--- config.mk ---
export PLATFORM = sky130hd
export DESIGN_NAME = av2_tile_scheduler
export DESIGN_NICKNAME = d
export VERILOG_FILES = /design/src/rtl/av2_tile_scheduler.sv
export SDC_FILE = /design/constraint.sdc
export NUM_CORES = 1
export LEC_CHECK = 0
export ABC_AREA = 1
export CORE_ASPECT_RATIO = 1.5
export CORE_UTILIZATION = 58
export DETAILED_ROUTE_END_ITERATION = 10
export PLACE_DENSITY = 0.81
export RECOVER_POWER = 100
export SYNTH_ARGS = -nofsm -noshare
export SYNTH_HDL_FRONTEND = slang
export SYNTH_SLANG_ARGS = --single-unit
export TNS_END_PERCENT = 50
--- constraint.sdc ---
create_clock -name clk -period 10.3 [get_ports clk]
set_input_delay 3.09 -clock clk [delete_from_list [all_inputs] [get_ports clk]]
set_output_delay 3.09 -clock clk [all_outputs]
set_load 0.005 [all_outputs]
--- src/rtl/av2_tile_scheduler.sv ---
// av2_tile_scheduler: walks a frame in raster tile order, launching one tile
// decode at a time and waiting for its completion, with a per-tile watchdog.
// Ports:
//   clk, rst                    clock, async active-high reset
//   frame_start, abort          frame request / cancel
//   frame_width, frame_height   luma dims, latched when a frame is accepted
//   tile_start, tile_done       launch pulse to / completion pulse from decoder
//   tile_x, tile_y, tile_w, tile_h  geometry of the tile being decoded
//   busy, frame_done, timeout_err, tile_count  status
module av2_tile_scheduler #(
  parameter int unsigned TILE_SIZE     = 64,
  parameter int unsigned MAX_TILE_COLS = 8,
  parameter int unsigned MAX_TILE_ROWS = 8,
  parameter int unsigned WDOG_CYCLES   = 10000
) (
  input  logic        clk,
  input  logic        rst,
  input  logic        frame_start,
  input  logic        abort,
  input  logic [15:0] frame_width,
  input  logic [15:0] frame_height,
  output logic        tile_start,
  output logic [15:0] tile_x,
  output logic [15:0] tile_y,
  output logic [15:0] tile_w,
  output logic [15:0] tile_h,
  input  logic        tile_done,
  output logic        busy,
  output logic        frame_done,
  output logic        timeout_err,
  output logic [15:0] tile_count
);

  localparam int unsigned WDW       = $clog2(WDOG_CYCLES + 1);
  localparam logic [15:0]    TS        = 16'(TILE_SIZE);
  localparam logic [16:0]    TS_M1     = 17'(TILE_SIZE - 1);
  localparam logic [16:0]    TS17      = 17'(TILE_SIZE);
  localparam logic [16:0]    MAX_COLS  = 17'(MAX_TILE_COLS);
  localparam logic [16:0]    MAX_ROWS  = 17'(MAX_TILE_ROWS);
  localparam logic [WDW-1:0] WDOG_LAST = WDW'(WDOG_CYCLES - 1);

  typedef enum logic [2:0] {
    S_IDLE, S_LAUNCH, S_WAIT, S_NEXT, S_DONE, S_ERR
  } state_t;

  state_t          r_state;
  state_t          w_state_nx;
  logic [15:0]     r_width, r_height, r_cols, r_rows, r_col, r_row;
  logic [15:0]     r_tile_x, r_tile_y, r_tile_w, r_tile_h, r_tile_count;
  logic [WDW-1:0]  r_wdog;
  logic            r_tile_start, r_busy, r_frame_done, r_timeout_err;

  logic            w_accept, w_zero_dim, w_last_col, w_last_tile, w_wdog_expire;
  logic [16:0]     w_cols_raw, w_rows_raw;
  logic [15:0]     w_geo_x, w_geo_y, w_geo_width, w_geo_height;
  logic [15:0]     w_rem_w, w_rem_h, w_geo_w, w_geo_h;

  assign w_accept      = (r_state == S_IDLE) && frame_start;
  assign w_zero_dim    = (frame_width == 16'd0) || (frame_height == 16'd0);
  assign w_last_col    = (r_col == r_cols - 16'd1);
  assign w_last_tile   = w_last_col && (r_row == r_rows - 16'd1);
  assign w_wdog_expire = (r_wdog == WDOG_LAST);

  // Tile grid size: ceil-divide then clamp to the supported maximum.
  assign w_cols_raw = (17'(frame_width)  + TS_M1) / TS17;
  assign w_rows_raw = (17'(frame_height) + TS_M1) / TS17;

  // Geometry of the tile about to launch: first tile when idle, else the raster successor.
  always_comb begin
    w_geo_x      = 16'd0;
    w_geo_y      = 16'd0;
    w_geo_width  = frame_width;
    w_geo_height = frame_height;
    if (r_state != S_IDLE) begin
      w_geo_width  = r_width;
      w_geo_height = r_height;
      if (w_last_col) begin
        w_geo_x = 16'd0;
        w_geo_y = r_tile_y + TS;
      end else begin
        w_geo_x = r_tile_x + TS;
        w_geo_y = r_tile_y;
      end
    end
    w_rem_w = w_geo_width  - w_geo_x;
    w_rem_h = w_geo_height - w_geo_y;
    w_geo_w = (w_rem_w > TS) ? TS : w_rem_w;
    w_geo_h = (w_rem_h > TS) ? TS : w_rem_h;
  end

  // State register.
  always_ff @(posedge clk or posedge rst) begin
    if (rst) r_state <= S_IDLE;
    else     r_state <= w_state_nx;
  end

  // Next-state logic; abort overrides everything outside IDLE.
  always_comb begin
    w_state_nx = r_state;
    case (r_state)
      S_IDLE:   if (frame_start) w_state_nx = w_zero_dim ? S_DONE : S_LAUNCH;
      S_LAUNCH: w_state_nx = S_WAIT;
      S_WAIT: begin
        if (tile_done)          w_state_nx = w_last_tile ? S_DONE : S_NEXT;
        else if (w_wdog_expire) w_state_nx = S_ERR;
      end
      S_NEXT:   w_state_nx = S_LAUNCH;
      S_DONE:   w_state_nx = S_IDLE;
      S_ERR:    w_state_nx = S_IDLE;
      default:  w_state_nx = S_IDLE;
    endcase
    if (abort && (r_state != S_IDLE)) w_state_nx = S_IDLE;
  end

  // Datapath and registered outputs.
  always_ff @(posedge clk or posedge rst) begin
    if (rst) begin
      r_width       <= 16'd0;
      r_height      <= 16'd0;
      r_cols        <= 16'd0;
      r_rows        <= 16'd0;
      r_col         <= 16'd0;
      r_row         <= 16'd0;
      r_tile_x      <= 16'd0;
      r_tile_y      <= 16'd0;
      r_tile_w      <= 16'd0;
      r_tile_h      <= 16'd0;
      r_tile_count  <= 16'd0;
      r_wdog        <= '0;
      r_tile_start  <= 1'b0;
      r_busy        <= 1'b0;
      r_frame_done  <= 1'b0;
      r_timeout_err <= 1'b0;
    end else begin
      r_tile_start <= (w_state_nx == S_LAUNCH);
      r_busy       <= (w_state_nx != S_IDLE);
      r_frame_done <= (w_state_nx == S_DONE);

      if (w_accept) begin
        r_width       <= frame_width;
        r_height      <= frame_height;
        r_cols        <= 16'((w_cols_raw > MAX_COLS) ? MAX_COLS : w_cols_raw);
        r_rows        <= 16'((w_rows_raw > MAX_ROWS) ? MAX_ROWS : w_rows_raw);
        r_col         <= 16'd0;
        r_row         <= 16'd0;
        r_tile_x      <= 16'd0;
        r_tile_y      <= 16'd0;
        r_tile_w      <= w_geo_w;
        r_tile_h      <= w_geo_h;
        r_tile_count  <= 16'd0;
        r_timeout_err <= 1'b0;
      end

      // Geometry only moves on the way out of NEXT, so it is stable across a tile.
      if ((r_state == S_NEXT) && (w_state_nx == S_LAUNCH)) begin
        r_col    <= w_last_col ? 16'd0 : r_col + 16'd1;
        r_row    <= w_last_col ? r_row + 16'd1 : r_row;
        r_tile_x <= w_geo_x;
        r_tile_y <= w_geo_y;
        r_tile_w <= w_geo_w;
        r_tile_h <= w_geo_h;
      end

      if ((r_state == S_WAIT) && tile_done && !abort && (r_tile_count != 16'hFFFF))
        r_tile_count <= r_tile_count + 16'd1;

      if (r_state == S_LAUNCH)    r_wdog <= '0;
      else if (r_state == S_WAIT) r_wdog <= r_wdog + WDW'(1);

      if (w_state_nx == S_ERR) r_timeout_err <= 1'b1;
    end
  end

  assign tile_start  = r_tile_start;
  assign tile_x      = r_tile_x;
  assign tile_y      = r_tile_y;
  assign tile_w      = r_tile_w;
  assign tile_h      = r_tile_h;
  assign busy        = r_busy;
  assign frame_done  = r_frame_done;
  assign timeout_err = r_timeout_err;
  assign tile_count  = r_tile_count;

endmodule

==> metrics.md <==
| Metric | Value |
|---|---|
| Status | `complete, but fails checks` |
| Failing checks | `max-capacitance violations, max-slew violations` |
| Post-Route Setup TNS | `0 ps` |
| Post-synth ARST share | `1.00` |
| Detail Route Antenna Nets | `0` |
| # setup viols final | `0` |
| CTS Hold Bufs | `0` |
| Routed WL | `30000 um` |
| Core area | `roughly 0.020 mm^2` |
| Top Ports | `about 120` |
| Largest net degree at the start of global routing | `between 80 and 90` |
| Crit Path Class | `primary input to register` |
| Crit. End Element | `register` |
| Overall power | `between 2000 and 3000 uW` |
| Initial DRC count | `between 600 and 700` |
| Clk Latency, worst-skew pair | `~450 ps` |
| Critical Path, Cell by Cell | `dlygate4sd3_1, inv_1, a31oi_1, o41ai_1, nor2_1, nor2_1, o21ai_0, nand2_1, nor2_4, nand3_1, inv_1, nand2_1, nand2_4, inv_1, o21ai_0, nor2_1` |
| Sequential element share of the synthesized area | `0.400` |
| Initial antenna violation count | `0` |
| Synth area leader | `dfrtp_1` |
| Worst Hold Slack | `around 480 ps` |
| Grt total ovfl | `0` |
| Die Area | `between 0.02 and 0.025 mm^2` |
| Yosys warns | `0` |
| Drt wl/cell | `15.3 um` |
| Share of cells above drive strength 1 | `0.0490` |
| DP Area | `about 0.013 mm^2` |
| Syn nets | `~1700` |
| GR Util All Layers | `0.298` |
| Final Hold Fails | `0` |
| Cell variety after synth | `59` |
| Worst EP arrival | `8180 ps` |
| Vias/cell | `about 5.6` |
| Detailed placement HPWL | `22000 um` |
| Crit path max fanout | `39` |
| TritonCTS clock tree | `yes` |
| Static leakage | `about 0.0067 uW` |
| Final Slew Violations | `between 200 and 300` |
| # rows | `63` |
| Die Span X | `approximately 120 um` |
| Drt pass-1 iters | `5` |
| Synth Flop Type | `dfrtp_1` |
| CTS Buffer Depth | `2` |
| Pwr Density | `between 200 and 250 mW/mm^2` |
| CP top delay family | `simple AND/OR/NAND/NOR gates` |
| Design area | `~0.014 mm^2` |
| Post-CTS setup buffers | `0` |
| CTS root buf | `clkbuf_16` |
| Maximum vdd drop | `167 uV` |
| Number of global-route vias before repair | `between 10000 and 15000` |
| Worst Hold Class | `register to register` |
| Gpl congestion | `~0.93` |
| Fmax | `between 0.1 and 0.15 GHz` |
| DRC errors left | `0` |
| Post-synth EDFFs | `0` |
| CP peak stage delay | `between 1000 and 1500 ps` |
| Mean Syn Cell Area | `7.43 um^2` |
| Clock skew | `approximately 8.5 ps` |
| Critical path data required time | `approximately 11000 ps` |
| H-tree depth | `4` |
| Synth Instances | `1576` |
| CTS buffer count | `17` |
| Vias | `around 11000` |
| Area grow syn2layout | `16.5%` |
| Fin crit share | `0.761` |
| CP max-delay cell | `nand3_1` |
| Max cap viols | `4` |
| Worst-Margin Slew | `between 3000 and 4000 ps` |
| Initial Util | `0.592` |
| Worst slew margin relative to its limit | `-1.28` |
| Port Buf Inserts | `120` |
| Yosys top cell area share | `0.400` |
| Vert. Die Dim | `~180 um` |
| Post-synthesis cell area | `roughly 0.012 mm^2` |
| Worst-path clk slew | `70 ps` |
| CTS Sinks | `~190` |
| Layout Nets | `around 1800` |
| RSZ-0062 raised after global routing | `no` |
| Minimum clock period | `7840 ps` |
| CP startpoint kind | `primary input` |
| Global-route wire length before repair | `approximately 49000 um` |
| CP bufs+invs | `4` |
| #FFs+latches synth | `roughly 190` |
| Final Util | `0.689` |
| Largest cells by area after synthesis | `dfrtp_1 (40%), nand2_1 (11%), inv_1 (7.4%), nor2_1 (4.9%), o21ai_0 (4.8%)` |
| Post-CTS resize count | `0` |
-- worst paths after layout --
check                             from    endpoint  slack (ps)  depth (start not counted)
setup / recovery           frame_start    r_col[2]        2460                         16
hold / removal               tile_w[5]   tile_w[5]         480                          2
setup reg to reg             r_cols[0]    r_col[2]        4460                         20
hold reg to reg              tile_w[5]   tile_w[5]         480                          2
max in group asynchronous          rst    r_row[0]        2950                          4
min in group asynchronous          rst  tile_h[14]        3990                          2
-- power by group --
| part | internal (uW) | switching (uW) | total, uW |
|---|---|---|---|
| Combinational | 463 | 895 | 1360 |
| Sequential | 823 | 51.8 | 875 |
| Clock | 386 | 308 | 694 |
| Total | 1670 | 1260 | 2930 |
-- worst reg2reg max path: stages, from the launching register on --
cell and delay, ps:
dfrtp_1 380, inv_1 140, ha_1 300, nand3_1 190
nor2_1 170, nor2_1 80, inv_1 70, nand4_1 70
nor3b_1 440, nand3_1 230, nor2_1 240, o21ai_0 140
nand2_1 110, nand2_1 80, nand3_1 1280, inv_1 690
nand2_1 300, nand2_4 250, inv_1 390, o21ai_0 140
nor2_1 90
-- cell usage after synthesis (3+ instances only) --
master and instances:
nand2_1 358, inv_1 230, dfrtp_1 187, nor2_1 154, o21ai_0 113, nand3_1 88
xor2_1 56, a21oi_1 54, ha_1 37, nor3_1 31, nand4_1 29, o22ai_1 29
o21ai_1 25, clkbuf_1 20, xnor2_1 17, buf_2 13, nor2_2 13, nor4_1 13
nand2_2 12, nand3b_1 11, o32ai_1 7, and2_1 5, buf_6 5, or2_2 5
nand3_2 4, nor2_4 4, nor3_2 4, a211oi_1 3, buf_4 3, inv_2 3
nor3b_1 3, o21bai_1 3, o31ai_1 3
-- cell type report --
type / count / area (um^2)
Antenna cell: 1 / 2.50
Clock buffer: 17 / 425
Clock inverter: 15 / 188
Fill cell: 1704 / 6150
Inverter: 234 / 880
Multi-Input combinational cell: 1113 / 5890
Sequential cell: 187 / 4680
Tap cell: 260 / 325
Timing Repair Buffer: 127 / 1240
-- layout by cell type (no fill, tap or decap), drive strengths merged, types with 2 or more instances in the layout --
| cell type | synthesis | final |
|---|---|---|
| a31oi | 2 | 2 |
| fa | 2 | 2 |
| or2 | 9 | 9 |
| clkbuf | 20 | 20 |
| nand4 | 30 | 30 |
| dlygate4sd3 | 0 | 89 |
| xnor2 | 17 | 17 |
| nor2 | 171 | 171 |
| clkinv | 1 | 5 |
| ha | 37 | 37 |
| nor4 | 13 | 13 |
| bufinv | 0 | 3 |
| clkdlybuf4s50 | 0 | 31 |
| o21bai | 3 | 3 |
| a32o | 2 | 2 |
| o211ai | 2 | 2 |
| clkinvlp | 0 | 6 |
| and2 | 5 | 5 |
| xor2 | 57 | 57 |
| buf | 22 | 4 |
| nor3 | 35 | 35 |
| a21oi | 54 | 54 |
| o31ai | 3 | 3 |
| o21ai | 140 | 140 |
| dfrtp | 187 | 187 |
| nor3b | 3 | 3 |
| nand2 | 371 | 371 |
| nand3b | 11 | 11 |
| o22ai | 29 | 29 |
| inv | 233 | 235 |
| o32ai | 9 | 9 |
| a211oi | 3 | 3 |
| nand3 | 93 | 93 |
| mux2i | 2 | 2 |
-- per-stage QoR --
stage	setup slack [ps]	std cells
floorplan	2120	1576
global placement	3280	1921
finish	2460	1954
global route	1860	1953
detailed placement	3200	1921
CTS	3670	1953
-- state kept, by name, indices dropped and copies added, names as in the netlist, 14 cells and up --
register,flops
r_row,16
r_col,16
r_height,16
tile_h,16
tile_y,16
r_width,16
r_wdog,14
tile_count,16
tile_w,16
tile_x,16
-- cells by family after synthesis --
family | Yosys count | synth area share
AOI/OAI and AO/OA | 256 | 0.123
xor gates and xnor gates | 74 | 0.0560
adders and majority gates | 39 | 0.0430
buffers and inverters | 276 | 0.0940
DFF | 187 | 0.400
muxes | 2 | 0.00171
and+or+nand+nor | 742 | 0.282
-- metal layers --
| metal | GRT usage | up-vias | part of all wire |
|---|---|---|---|
| met4 | 0.171 | 0 | 0.048 |
| met2 | 0.510 | 374 | 0.50 |
| met5 | 0 | - | 0 |
| met1 | 0.354 | 5154 | 0.40 |
| li1 | - | 5336 | - |
| met3 | 0.0497 | 88 | 0.051 |
No activity file was read; power rests on OpenSTA's default activity.
